`src/rtl/multdiv_pkg.sv`:
```
// multdiv_pkg: shared types and constants for the multiply/divide unit.
// Holds the FSM state enum, the default operand width, the iteration count,
// the iteration counter width and a two's-complement magnitude helper.
// The DIV state exists only when MULTDIV_DIV_EN is defined.
package multdiv_pkg;
  localparam int WIDTH_DEF = 32;
  localparam int ITERS = 32;
  localparam int CNT_W = 6;
  typedef enum logic [1:0] {
    IDLE = 2'd0,
    MULT = 2'd1,
`ifdef MULTDIV_DIV_EN
    DIV  = 2'd2,
`endif
    DONE = 2'd3
  } stateT;
  function automatic logic [WIDTH_DEF-1:0] absVal(input logic [WIDTH_DEF-1:0] v);
    return v[WIDTH_DEF-1] ? -v : v;
  endfunction
endpackage

```
`src/rtl/div_step.sv`:
```
// div_step: one combinational restoring-division iteration.
// Ports: rem (partial remainder, always < divisor), inBit (next dividend bit),
//        divisor (magnitude), nextRem (updated remainder), qBit (quotient bit).
module div_step
  import multdiv_pkg::*;
#(
  parameter int WIDTH = WIDTH_DEF
) (
  input  logic [WIDTH-1:0] rem,
  input  logic             inBit,
  input  logic [WIDTH-1:0] divisor,
  output logic [WIDTH-1:0] nextRem,
  output logic             qBit
);
  logic [WIDTH:0] shifted;
  assign shifted = {rem, inBit};
  assign qBit = shifted >= {1'b0, divisor};
  // shifted < 2*divisor, so the subtracted value always fits back into WIDTH bits
  assign nextRem = WIDTH'(qBit ? shifted - {1'b0, divisor} : shifted);
endmodule

```
`src/rtl/mult_div_unit.sv`:
```
// mult_div_unit: iterative signed multiply (radix-2 Booth) and signed divide (restoring).
// Ports: clk, reset (async, active-low), a/b operands, multControl/divControl start
//        pulses, hi/lo results, busy, done (one-cycle), divZero (one-cycle).
// Macro MULTDIV_DIV_EN compiles in the divider; without it divControl is ignored.
// Timing: start sampled in IDLE, one set-up cycle, 32 iterations, results land on
// the 33rd edge after the start edge, then one DONE cycle.
module mult_div_unit
  import multdiv_pkg::*;
#(
  parameter int WIDTH = WIDTH_DEF
) (
  input  logic             clk,
  input  logic             reset,
  input  logic [WIDTH-1:0] a,
  input  logic [WIDTH-1:0] b,
  input  logic             multControl,
  input  logic             divControl,
  output logic [WIDTH-1:0] hi,
  output logic [WIDTH-1:0] lo,
  output logic             busy,
  output logic             done,
  output logic             divZero
);
  stateT state, nextState;
  logic [CNT_W-1:0] cnt;
  logic init, qm1, lastIter, divStart;
  logic [WIDTH-1:0] opA, opB, low, divInit;
  logic [WIDTH:0] acc, boothSum;
  logic [2*WIDTH+1:0] divNext;
  logic [2*WIDTH-1:0] divRes;

  assign busy = state != IDLE && state != DONE;
  assign done = state == DONE;
  assign lastIter = busy && !init && cnt == CNT_W'(ITERS - 1);
  // accumulator carries one guard bit so -2^31 as multiplicand cannot overflow
  assign boothSum = low[0] && !qm1 ? acc - {opA[WIDTH-1], opA} :
                    !low[0] && qm1 ? acc + {opA[WIDTH-1], opA} : acc;

`ifdef MULTDIV_DIV_EN
  logic [WIDTH-1:0] stepRem, quot;
  logic stepQ;
  div_step #(.WIDTH(WIDTH)) step (
    .rem(acc[WIDTH-1:0]),
    .inBit(low[WIDTH-1]),
    .divisor(absVal(opB)),
    .nextRem(stepRem),
    .qBit(stepQ)
  );
  assign quot = {low[WIDTH-2:0], stepQ};
  assign divStart = divControl && b != '0;
  assign divInit = absVal(opA);
  assign divNext = {1'b0, stepRem, quot, 1'b0};
  // sign fix-up: quotient truncates toward zero, remainder follows the dividend
  assign divRes = {opA[WIDTH-1] ? -stepRem : stepRem,
                   opA[WIDTH-1] ^ opB[WIDTH-1] ? -quot : quot};
  always_ff @(posedge clk or negedge reset)
    if (!reset) divZero <= 1'b0;
    else divZero <= state == IDLE && !multControl && divControl && b == '0;
`else
  logic unusedDivControl;
  assign unusedDivControl = divControl;
  assign divStart = 1'b0;
  assign divInit = '0;
  assign divNext = '0;
  assign divRes = '0;
  assign divZero = 1'b0;
`endif

  always_ff @(posedge clk or negedge reset)
    if (!reset) state <= IDLE;
    else state <= nextState;

  always_comb begin
    nextState = state;
    if (state == IDLE && multControl) nextState = MULT;
`ifdef MULTDIV_DIV_EN
    else if (state == IDLE && divStart) nextState = DIV;
`endif
    else if (state == DONE) nextState = IDLE;
    else if (lastIter) nextState = DONE;
  end

  always_ff @(posedge clk or negedge reset)
    if (!reset) begin
      cnt <= '0;
      init <= 1'b0;
      opA <= '0;
      opB <= '0;
      acc <= '0;
      low <= '0;
      qm1 <= 1'b0;
      hi <= '0;
      lo <= '0;
    end else if (state == IDLE) begin
      if (multControl || divStart) begin
        opA <= a;
        opB <= b;
        init <= 1'b1;
        cnt <= '0;
      end
    end else if (init) begin
      acc <= '0;
      low <= state == MULT ? opB : divInit;
      qm1 <= 1'b0;
      init <= 1'b0;
    end else if (busy) begin
      cnt <= cnt + 1'b1;
      // Booth: arithmetic right shift of {acc, low, qm1} after the add/subtract
      {acc, low, qm1} <= state == MULT ? {boothSum[WIDTH], boothSum, low} : divNext;
      if (lastIter) {hi, lo} <= state == MULT ? {boothSum, low[WIDTH-1:1]} : divRes;
    end
endmodule

```
`config.mk`:
```
export PLATFORM = sky130hd
export DESIGN_NAME = mult_div_unit
export DESIGN_NICKNAME = d
export VERILOG_FILES = /design/src/rtl/multdiv_pkg.sv /design/src/rtl/div_step.sv /design/src/rtl/mult_div_unit.sv
export SDC_FILE = /design/constraint.sdc
export NUM_CORES = 1
export LEC_CHECK = 0
export CAP_MARGIN = 20
export CORE_MARGIN = 4
export CORE_UTILIZATION = 49
export CTS_CLUSTER_SIZE = 40
export DETAILED_ROUTE_END_ITERATION = 10
export PLACE_DENSITY = 0.74
export SYNTH_ARGS = -nofsm -noshare
export SYNTH_HDL_FRONTEND = slang
export SYNTH_SLANG_ARGS = --single-unit
```
`constraint.sdc`:
```
create_clock -name clk -period 2.8 [get_ports clk]
set_input_delay 0.7 -clock clk [delete_from_list [all_inputs] [get_ports clk]]
set_output_delay 0.7 -clock clk [all_outputs]
set_load 0.02 [all_outputs]
```
==> results.py, run 1 <==
metrics = {
    "pwr": {
        "power.internal_mw": 11.6,
        "combinationalPowerShare_pct": 63.4,
        "switching_share_pct": 45.0,
        "clock_power_share_pct": 15.6,
        "netSwitchingPower_mw": 9.51,
        "max_ir_drop_vdd_mv": 0.631,
        "static-leakage-power_nw": 8.19,
        "sequential_share_of_power_pct": 21.0,
        "power_density_nw_per_um2": 1220,
    },
    "grt": {
        "grt_pass1_wl_um": 65200,
        "grt_max_degree": 67,
        "number_of_global_route_vias_before_repair": 12010,
        "grt_antenna_before_repair": 1,
        "grt.overflow.total": 0,
        "grt_util_all_layers_pct": 28.5,
    },
    "floorplanning": {
        "number_of_i_o_pins": 135,
        "dieHeight_um": 167,
        "die_area_um2": 28000,
        "initial_core_utilization_pct": 49.5,
        "core-area_um2": 25100,
        "num_rows": 58,
        "chipWidth_um": 167,
    },
    "routing": {
        "wire_per_inst_um": 19.9,
        "drc_errors": 0,
        "route.detailed.vias_per_inst": 5.81,
        "total_vias_in_the_final_route": 12359,
        "drt_first_iter_violations": 1300,
        "detail_route.wirelength_um": 42300,
        "detail_route.first_pass.iterations": 8,
        "drt.antenna.violating_nets": 0,
    },
    "sta": {
        "final_min_period_over_clock_period_pct": 105,
        "grt_setup_unrepaired": "yes",
        "postLayoutSetupSlackWorst_ns": -0.130,
        "worst_slew_pin_tran_ns": 0.817,
        "fmaxAchievable_mhz": 341,
        "setup_viol": 18,
        "final.setup_skew_ns": 0.00759,
        "hold-worst-slack_ns": 0.126,
        "slew-limit-headroom_pct": 45.4,
        "period_needed_ns": 2.93,
        "timing_max_transition_violations_final": 0,
        "timing_hold_violations_final": 0,
    },
    "logic_synthesis": {
        "postSynthRegisterBits": 202,
        "yosys.area.top_type_share_pct": 40.7,
        "most_used_flip_flop_cell_after_synthesis": "sky130_fd_sc_hd__dfrtp_1",
        "mappedNetlistNets": 1621,
        "synth_top_area_cell": "sky130_fd_sc_hd__dfrtp_1",
        "yosysWarningCount": 0,
        "yosysUniqueCellTypes": 77,
        "post_synth_instance_area_um2": 12400,
        "synth_cells": 1482,
        "post_synth.cell_area_avg_um2": 8.39,
        "synthArstFlopShare_pct": 100,
        "synth_area_leaders": "sky130_fd_sc_hd__dfrtp_1 (41%), sky130_fd_sc_hd__nand2_1 (9.3%), sky130_fd_sc_hd__ha_1 (6.9%), sky130_fd_sc_hd__o21ai_0 (4.3%), sky130_fd_sc_hd__nor2_1 (3.5%)",
        "yosysSeqAreaShare_pct": 40.7,
        "synth_enable_flop_cells": 0,
    },
    "clock_network": {
        "clock_path_buffers": 3,
        "clock-sinks": 202,
        "cts_tree": "done",
        "worstSkewPairLatency_ns": 0.54,
        "cts_max_level": 1,
        "clock_input_transition_at_the_sequential_cells_of_the_worst_setup_and_hold_paths_ns": 0.07,
        "ctsHoldBuffers": 0,
        "cts_made_buffers": 23,
        "buffer_type_at_the_clock_tree_root": "sky130_fd_sc_hd__clkbuf_16",
    },
    "placed_design": {
        "dpl_cell_area_um2": 15500,
        "dpl_worst_slack_ns": -0.428,
        "place_inst": 2065,
        "routabilityCongestion": 0.954,
        "portBuffers": 132,
        "detailed_place_hpwl_um": 29500,
    },
    "critical_path": {
        "critPathRequiredTime_ns": 3.27,
        "critPathKind": "reg2reg",
        "critical_path_peak_fanout": 3,
        "timing.critical_path.to_type": "flop",
        "critPathArrivalTime_ns": 3.40,
        "cp-start-kind": "flop",
    },
    "layout": {
        "post_route_cells_drive_above_1_share_pct": 23.7,
        "insertedDiodeCount": 0,
        "finish.instance_area_um2": 17400,
        "final_cells": 2127,
        "area.growth.synth_to_final_pct": 39.6,
        "post_layout_net_count": 1919,
    },
    "job": {
        "max-cap-violations": 0,
    },
    "outcome": {
        "run_status": "complete, but fails checks",
        "violations": "negative setup slack",
    },
    "min_path": {
        "worst_hold_path_type": "in2async",
    },
}
[synth_stat cells, types with 21 or more instances]
cell,count
sky130_fd_sc_hd__nand3_1,43
sky130_fd_sc_hd__nand2_1,308
sky130_fd_sc_hd__nor2_1,116
sky130_fd_sc_hd__a22o_1,46
sky130_fd_sc_hd__nor3_1,28
sky130_fd_sc_hd__inv_1,75
sky130_fd_sc_hd__o21ai_0,106
sky130_fd_sc_hd__ha_1,69
sky130_fd_sc_hd__a21oi_1,72
sky130_fd_sc_hd__mux2i_1,32
sky130_fd_sc_hd__clkbuf_1,79
sky130_fd_sc_hd__xnor2_1,21
sky130_fd_sc_hd__dfrtp_1,202
[final cells by class]
| class | instances | area, um2 |
|---|---|---|
| fillers | 2018 | 7750 |
| well taps | 330 | 413 |
| clock inverters | 11 | 158 |
| repair buffers | 371 | 3220 |
| flip-flops and latches | 202 | 5050 |
| multi-input cells | 1106 | 7560 |
| clock buffers | 31 | 666 |
| inverters | 76 | 288 |
[critical path: stages, from the launching register on]
cell	delay, ns
sky130_fd_sc_hd__dfrtp_1	0.39
sky130_fd_sc_hd__inv_2	0.08
sky130_fd_sc_hd__ha_4	0.21
sky130_fd_sc_hd__buf_6	0.12
sky130_fd_sc_hd__nor2_4	0.10
sky130_fd_sc_hd__o211ai_1	0.17
sky130_fd_sc_hd__a2111oi_4	0.49
sky130_fd_sc_hd__a221o_1	0.26
sky130_fd_sc_hd__a41oi_2	0.14
sky130_fd_sc_hd__buf_4	0.16
sky130_fd_sc_hd__a221o_1	0.31
sky130_fd_sc_hd__a21oi_2	0.15
sky130_fd_sc_hd__buf_4	0.15
sky130_fd_sc_hd__a22o_1	0.13
[kinds of logic after synthesis]
kind of cell    synth area share [%]
flops                           40.7
simple gates                    19.4
mux                             3.03
buf+inv                         5.41
compound gates                  22.2
xor+xnor                        1.97
other cells                   0.0302
fa+ha+maj                       7.27
[through the flow]
stage	utilization, %	power, mW	TNS, ns
CTS	67.4	20.1	-0.558
global route	69.1	22.4	-3.56
floorplan	-	11.0	0
global placement	61.9	15.7	-7.55
finish	69.1	21.1	-1.27
detailed placement	61.9	15.8	-8.00
[what timing repair did]
item / in CTS / in global routing
pin swaps: 41 / 68
setup endpoints to repair: 34 / 40
resized for setup: 106 / 81
setup buffers: 11 / 14
[cells in the final DEF (no fill, tap or decap), types with 32 or more instances in the layout]
master,count
sky130_fd_sc_hd__o21ai_0,86
sky130_fd_sc_hd__inv_1,62
sky130_fd_sc_hd__nand3_1,42
sky130_fd_sc_hd__clkdlybuf4s50_1,130
sky130_fd_sc_hd__a21oi_1,58
sky130_fd_sc_hd__mux2i_1,32
sky130_fd_sc_hd__dfrtp_1,202
sky130_fd_sc_hd__nor2_1,110
sky130_fd_sc_hd__ha_1,44
sky130_fd_sc_hd__buf_4,224
sky130_fd_sc_hd__a22o_1,46
sky130_fd_sc_hd__nand2_1,306
[path summary, 6_finish.rpt]
| path | startpoint | endpoint | slack (ns) | depth (start not counted) |
|---|---|---|---|---|
| hold / removal | reset | opA[11]$_DFFE_PN0P_ | 0.13 | 1 |
| hold reg to reg | lo[2]$_DFFE_PN0P_ | lo[2]$_DFFE_PN0P_ | 0.47 | 2 |
| setup reg to reg | opA[3]$_DFFE_PN0P_ | acc[14]$_DFFE_PN0P_ | -0.13 | 13 |
| setup / recovery | opA[3]$_DFFE_PN0P_ | acc[14]$_DFFE_PN0P_ | -0.13 | 13 |
| max in group asynchronous | reset | lo[9]$_DFFE_PN0P_ | 1.90 | 2 |
| min in group clk | lo[2]$_DFFE_PN0P_ | lo[2]$_DFFE_PN0P_ | 0.47 | 2 |
[layer usage]
metal | GRT usage [%] | part of all wire [%] | up-vias
li1 | - | - | 5805
met1 | 40.6 | 44 | 6019
met2 | 44.9 | 45 | 453
met3 | 5.24 | 7.7 | 80
met4 | 8.43 | 2.7 | 2
met5 | 0 | 0.047 | -
[power by group through the flow]
stage / Sequential [mW] / Combinational, mW / Clock (mW)
after global routing: 4.54 / 14.4 / 3.46
after global placement: 4.37 / 11.3 / 0
after detailed placement: 4.41 / 11.4 / 0
after CTS: 4.41 / 12.3 / 3.34
after floorplan: 4.28 / 6.67 / 0
final: 4.44 / 13.4 / 3.30
[sequential cells by signal, summed over array words and instances, names as in the netlist]
register / count
init: 1
opB: 32
qm1: 1
hi: 32
low: 32
state: 2
acc: 32
cnt: 6
opA: 32
lo: 32
No activity file was read; power rests on OpenSTA's default activity.
==> inputs of run 2 (changes only) <==
Settings changed: CORE_ASPECT_RATIO from default to 2, GPL_TIMING_DRIVEN from default to 1.
==> run 2 against run 1 <==
The flow still finishes with violations (negative setup slack); total power decreased by 3.3%; die area up 0.55%; first-iteration DRC count is 43% lower; global-route usage grew 2.1 points; flip-flop and latch count did not move; sequential share of layout area grew 0.40 points; worst hold slack gained 0.049 ns; critical path type unchanged; critical endpoint is now acc[27]$_DFFE_PN0P_; largest power group unchanged; highest routed layer is now met4.
==> results.py, run 2 (synthesis gave the netlist of run 1 again) <==
metrics = {
    "floorplanning": {
        "core-area_um2": 25000,
        "chipWidth_um": 121,
        "num_rows": 82,
        "number_of_i_o_pins": 135,
        "initial_core_utilization_pct": 49.7,
        "dieHeight_um": 233,
        "die_area_um2": 28100,
    },
    "pwr": {
        "netSwitchingPower_mw": 9.25,
        "switching_share_pct": 45.3,
        "totalPowerFinal_mw": 20.4,
        "static-leakage-power_nw": 8.13,
        "clock_power_share_pct": 13.7,
        "combinationalPowerShare_pct": 64.6,
        "power.internal_mw": 11.2,
        "max_ir_drop_vdd_mv": 0.741,
        "sequential_share_of_power_pct": 21.6,
        "power_density_nw_per_um2": 1190,
    },
    "critical_path": {
        "timing.critical_path.slowest_cell_delay_ns": 0.42,
        "cp-start-kind": "flop",
        "critPathRequiredTime_ns": 3.24,
        "critical_path.slowest_cell": "sky130_fd_sc_hd__dfrtp_1",
        "critical_path_peak_fanout": 2,
        "path_cells": "ha_4, nor4_4, nand2_1, or3_4, o21ai_4, nor2_4, a311o_1, a211o_1, a32o_2, o21ai_2",
        "cpLargestDelayFamily": "compound AO/OA/AOI/OAI gates",
        "critPathKind": "reg2reg",
        "timing.critical_path.to_type": "flop",
        "cp.buffers_inverters": 0,
        "critPathArrivalTime_ns": 3.37,
    },
    "layout": {
        "post_layout_net_count": 1916,
        "most-common-layout-cells": "sky130_fd_sc_hd__nand2_1 (305), sky130_fd_sc_hd__buf_4 (226), sky130_fd_sc_hd__dfrtp_1 (201)",
        "area.growth.synth_to_final_pct": 37.8,
        "insertedDiodeCount": 0,
        "layout.cells.most_common": "sky130_fd_sc_hd__nand2_1",
        "post_route_cells_drive_above_1_share_pct": 22.9,
        "filler_cell_count": 2120,
    },
    "grt": {
        "grt_antenna_before_repair": 0,
        "grt.overflow.total": 0,
        "grt_max_degree": 77,
        "grt_util_all_layers_pct": 30.6,
        "number_of_global_route_vias_before_repair": 12629,
        "grt_pass1_wl_um": 67900,
    },
    "outcome": {
        "run_status": "complete, but fails checks",
        "violations": "negative setup slack",
    },
    "placed_design": {
        "routabilityCongestion": 1.01,
        "dpl_worst_slack_ns": -0.351,
        "detailed_place_hpwl_um": 32000,
        "portBuffers": 132,
    },
    "sta": {
        "timing_max_transition_violations_final": 0,
        "final_min_period_over_clock_period_pct": 105,
        "fmaxAchievable_mhz": 342,
        "period_needed_ns": 2.93,
        "final.setup_skew_ns": 0.0240,
        "timing_hold_violations_final": 0,
        "worst_slew_pin_tran_ns": 0.694,
        "slew-limit-headroom_pct": 53.8,
        "postLayoutSetupSlackWorst_ns": -0.127,
        "grt_setup_unrepaired": "yes",
        "setup_viol": 19,
    },
    "routing": {
        "total_vias_in_the_final_route": 12223,
        "drt_first_iter_violations": 743,
        "drt.antenna.violating_nets": 0,
        "detail_route.first_pass.iterations": 5,
        "drc_errors": 0,
        "wire_per_inst_um": 20.2,
        "detail_route.wirelength_um": 42900,
        "route.detailed.vias_per_inst": 5.75,
    },
    "clock_network": {
        "cts_max_level": 1,
        "ctsHoldBuffers": 0,
        "cts_made_buffers": 20,
        "worstSkewPairLatency_ns": 0.53,
        "clock_path_buffers": 3,
        "buffer_type_at_the_clock_tree_root": "sky130_fd_sc_hd__clkbuf_16",
        "clock_input_transition_at_the_sequential_cells_of_the_worst_setup_and_hold_paths_ns": 0.07,
        "clock-sinks": 202,
        "cts_tree": "done",
    },
    "job": {
        "max-cap-violations": 0,
    },
    "min_path": {
        "worst_hold_path_type": "in2async",
    },
}
## run 2: per-layer routing
| layer | part of all wire, % | up-vias | GRT usage (%) |
|---|---|---|---|
| li1 | - | 5769 | - |
| met1 | 35 | 5962 | 32.6 |
| met2 | 55 | 369 | 58.1 |
| met3 | 4.2 | 123 | 3.66 |
| met4 | 5.5 | 0 | 16.1 |
| met5 | 0 | - | 0 |
## run 2: worst reg2reg max path: stages (launching register included)
cell and delay [ns]:
sky130_fd_sc_hd__dfrtp_1 0.42, sky130_fd_sc_hd__ha_4 0.26, sky130_fd_sc_hd__nor4_4 0.32, sky130_fd_sc_hd__nand2_1 0.12, sky130_fd_sc_hd__or3_4 0.39, sky130_fd_sc_hd__o21ai_4 0.21, sky130_fd_sc_hd__nor2_4 0.05, sky130_fd_sc_hd__a311o_1 0.37
sky130_fd_sc_hd__a211o_1 0.28, sky130_fd_sc_hd__a32o_2 0.30, sky130_fd_sc_hd__o21ai_2 0.13
## run 2: area by class of cell
class	count	area (um2)	area share, %
tap	336	420	2.45
timing repair buffer	371	3230	18.9
clock buffer	24	556	3.24
inverter	76	285	1.67
sequential	202	5060	29.5
multi-input combinational	1106	7460	43.5
clock inverter	9	124	0.723
## run 2: power by group through the flow
stage / clock network, mW / logic [mW] / registers, mW
after global routing: 2.99 / 14.3 / 4.53
after global placement: 0 / 11.5 / 4.35
final: 2.81 / 13.2 / 4.42
after floorplan: 0 / 6.67 / 4.28
after CTS: 2.87 / 12.4 / 4.39
after detailed placement: 0 / 11.7 / 4.40
## run 2: stage by stage
stage                     cells  setup TNS [ns]  hold WS, ns  util, %  instance area [um2]
after floorplan            1482               0        0.404        -                12500
after global placement     2077           -5.91        0.453     62.4                15600
after detailed placement   2077           -6.79        0.455     62.4                15600
after CTS                  2116          -0.427        0.187     66.8                16700
after global routing       2124           -4.20        0.197     68.4                17100
final                      2124          -0.882        0.175     68.4                17100
## run 2: path summary, 6_finish.rpt
path,startpoint,to,slack (ns),depth (start not counted)
setup / recovery,acc[17]$_DFFE_PN0P_,acc[27]$_DFFE_PN0P_,-0.13,10
hold / removal,reset,lo[9]$_DFFE_PN0P_,0.18,1
setup reg to reg,acc[17]$_DFFE_PN0P_,acc[27]$_DFFE_PN0P_,-0.13,10
hold reg to reg,lo[8]$_DFFE_PN0P_,lo[8]$_DFFE_PN0P_,0.46,2
max in group asynchronous,reset,opA[23]$_DFFE_PN0P_,1.81,2
min in group clk,lo[8]$_DFFE_PN0P_,lo[8]$_DFFE_PN0P_,0.46,2
## run 2: what timing repair did
item                                    in CTS  in global routing
endpoints found under the hold margin        0                  0
endpoints found under the setup margin      38                 45
gates cloned                                 0                  0
pin swaps                                   22                 43
gates resized for setup                     78                 80
buffers inserted                             6                 10
==> inputs of run 3 (changes only) <==
Settings changed: CORE_UTILIZATION 49 to 35, PLACE_DENSITY 0.74 to default.
==> run 3 against run 2 <==
The flow still finishes with violations (negative setup slack); critical path depth up 5; total power is 6.3% higher; register-to-register slack lost 0.02 ns; sequential power about the same; largest power group unchanged; maximum frequency down 0.84%; clock skew decreased by 0.016 ns; via count rose by 0.83%.
==> results.py, run 3 (synthesis gave the netlist of run 1 again) <==
metrics = {
    "outcome": {
        "run_status": "complete, but fails checks",
        "violations": "negative setup slack",
    },
    "pwr": {
        "max_ir_drop_vdd_mv": 0.612,
        "totalPowerFinal_mw": 21.7,
        "static-leakage-power_nw": 8.40,
        "power_density_nw_per_um2": 1210,
    },
    "job": {
        "max-cap-violations": 0,
    },
    "layout": {
        "layout.cells.most_common": "sky130_fd_sc_hd__nand2_1",
        "post_layout_net_count": 1957,
        "most-common-layout-cells": "sky130_fd_sc_hd__nand2_1 (305), sky130_fd_sc_hd__buf_4 (254), sky130_fd_sc_hd__dfrtp_1 (201)",
        "final_cells": 2279,
        "finish.instance_area_um2": 17900,
        "area.growth.synth_to_final_pct": 43.7,
        "post_route_cells_drive_above_1_share_pct": 25.7,
        "insertedDiodeCount": 0,
        "layout.core_utilization_pct": 51.0,
    },
    "routing": {
        "route.detailed.vias_per_inst": 5.41,
        "drt_first_iter_violations": 587,
        "wire_per_inst_um": 20.1,
        "total_vias_in_the_final_route": 12325,
        "drc_errors": 0,
        "detail_route.wirelength_um": 45800,
        "drt.antenna.violating_nets": 0,
        "detail_route.first_pass.iterations": 6,
    },
    "sta": {
        "fmaxAchievable_mhz": 339,
        "slew-limit-headroom_pct": 59.9,
        "setup_viol": 20,
        "worst_slew_pin_tran_ns": 0.601,
        "period_needed_ns": 2.95,
        "final.setup_skew_ns": 0.00800,
        "timing_hold_violations_final": 0,
        "postLayoutSetupSlackWorst_ns": -0.151,
        "timing_max_transition_violations_final": 0,
        "grt_setup_unrepaired": "yes",
        "timing.setup.tns_ns": -1.38,
        "final_min_period_over_clock_period_pct": 105,
    },
    "clock_network": {
        "cts_max_level": 1,
        "clock_path_buffers": 3,
        "ctsHoldBuffers": 0,
        "cts_made_buffers": 22,
        "clock_input_transition_at_the_sequential_cells_of_the_worst_setup_and_hold_paths_ns": 0.06,
        "cts_tree": "done",
        "clock-sinks": 202,
        "buffer_type_at_the_clock_tree_root": "sky130_fd_sc_hd__clkbuf_16",
        "worstSkewPairLatency_ns": 0.53,
    },
    "critical_path": {
        "rr_endpoint": "acc[15]$_DFFE_PN0P_",
        "path_cells": "ha_2, inv_2, fa_2, nor2_4, o211ai_1, and4_4, buf_4, buf_6, buf_6, a211oi_2, buf_4, nor3_2, o32ai_2, o211ai_1, o21ai_1",
        "critical_path.slowest_cell": "sky130_fd_sc_hd__dfrtp_1",
        "cpLargestDelayFamily": "compound AO/OA/AOI/OAI gates",
        "critPathRequiredTime_ns": 3.25,
        "cp-start-kind": "flop",
        "path_depth": 15,
        "timing.critical_path.slowest_cell_delay_ns": 0.40,
        "critPathKind": "reg2reg",
        "timing.rr.start": "opA[0]$_DFFE_PN0P_",
        "cp.buffers_inverters": 5,
        "critical_path_peak_fanout": 3,
        "ff2ff_path_depth": 15,
        "critPathArrivalTime_ns": 3.40,
        "regToRegSetupSlack_ns": -0.15,
        "timing.critical_path.to_type": "flop",
    },
    "placed_design": {
        "portBuffers": 132,
        "place_inst": 2209,
        "dpl_cell_area_um2": 15900,
        "routabilityCongestion": 0.984,
        "detailed_place_hpwl_um": 34600,
    },
    "grt": {
        "grt_max_degree": 67,
        "grt_util_all_layers_pct": 23.0,
        "number_of_global_route_vias_before_repair": 12739,
        "grt.overflow.total": 0,
        "grt_antenna_before_repair": 1,
        "grt_pass1_wl_um": 70100,
    },
    "floorplanning": {
        "die_area_um2": 38800,
        "chipWidth_um": 141,
        "dieHeight_um": 275,
        "num_rows": 97,
        "number_of_i_o_pins": 135,
        "initial_core_utilization_pct": 35.5,
        "core-area_um2": 35100,
    },
    "min_path": {
        "worst_hold_path_type": "in2async",
    },
}
[run 3: timing repair]
action                     4_1_cts  5_1_grt
setup endpoints to repair       42       48
resized for setup              119       78
buffers inserted                17       20
pin swaps                       50       71
[run 3: worst register-to-register path: stages, from the launching register on]
cell and delay [ns]:
sky130_fd_sc_hd__dfrtp_1 0.40, sky130_fd_sc_hd__ha_2 0.22, sky130_fd_sc_hd__inv_2 0.04, sky130_fd_sc_hd__fa_2 0.37
sky130_fd_sc_hd__nor2_4 0.16, sky130_fd_sc_hd__o211ai_1 0.16, sky130_fd_sc_hd__and4_4 0.24, sky130_fd_sc_hd__buf_4 0.14
sky130_fd_sc_hd__buf_6 0.11, sky130_fd_sc_hd__buf_6 0.11, sky130_fd_sc_hd__a211oi_2 0.20, sky130_fd_sc_hd__buf_4 0.15
sky130_fd_sc_hd__nor3_2 0.04, sky130_fd_sc_hd__o32ai_2 0.26, sky130_fd_sc_hd__o211ai_1 0.14, sky130_fd_sc_hd__o21ai_1 0.15
[run 3: how the worst max path moves through the flow]
stage	to	slack (ns)	from
floorplan	acc[27]$_DFFE_PN0P_	0.01	acc[16]$_DFFE_PN0P_
global placement	hi[29]$_DFFE_PN0P_	-0.49	opA[19]$_DFFE_PN0P_
detailed placement	hi[29]$_DFFE_PN0P_	-0.45	opA[19]$_DFFE_PN0P_
CTS	acc[27]$_DFFE_PN0P_	-0.15	opA[17]$_DFFE_PN0P_
global route	acc[29]$_DFFE_PN0P_	-0.27	opA[0]$_DFFE_PN0P_
finish	acc[15]$_DFFE_PN0P_	-0.15	opA[0]$_DFFE_PN0P_
[run 3: cell type report]
| type | count | area (um2) |
|---|---|---|
| Timing Repair Buffer | 410 | 3590 |
| Sequential cell | 202 | 5060 |
| Multi-Input combinational cell | 1106 | 7580 |
| Tap cell | 445 | 557 |
| Inverter | 76 | 288 |
| Fill cell | 3296 | 17200 |
| Clock inverter | 10 | 160 |
| Clock buffer | 30 | 642 |
[run 3: per-layer routing]
metal	part of all wire [%]	wire, um	GRT usage (%)	up-vias
met5	0.044	20	0	-
met1	34	15800	23.1	5986
met4	6.1	2790	12.8	2
li1	-	-	-	5858
met2	55	25400	44.5	337
met3	4.0	1830	3.11	142
[run 3: metrics by stage]
step	hold slack [ns]	setup slack [ns]
2_1_floorplan	0.404	0.0108
3_3_place_gp	0.455	-0.489
3_5_place_dp	0.455	-0.446
4_1_cts	0.179	-0.154
5_1_grt	0.194	-0.274
6_report	0.162	-0.151
[run 3: where the power goes]
part	internal, mW	switching [mW]
clock network	1.98	1.27
logic	6.32	7.72
registers	3.76	0.653
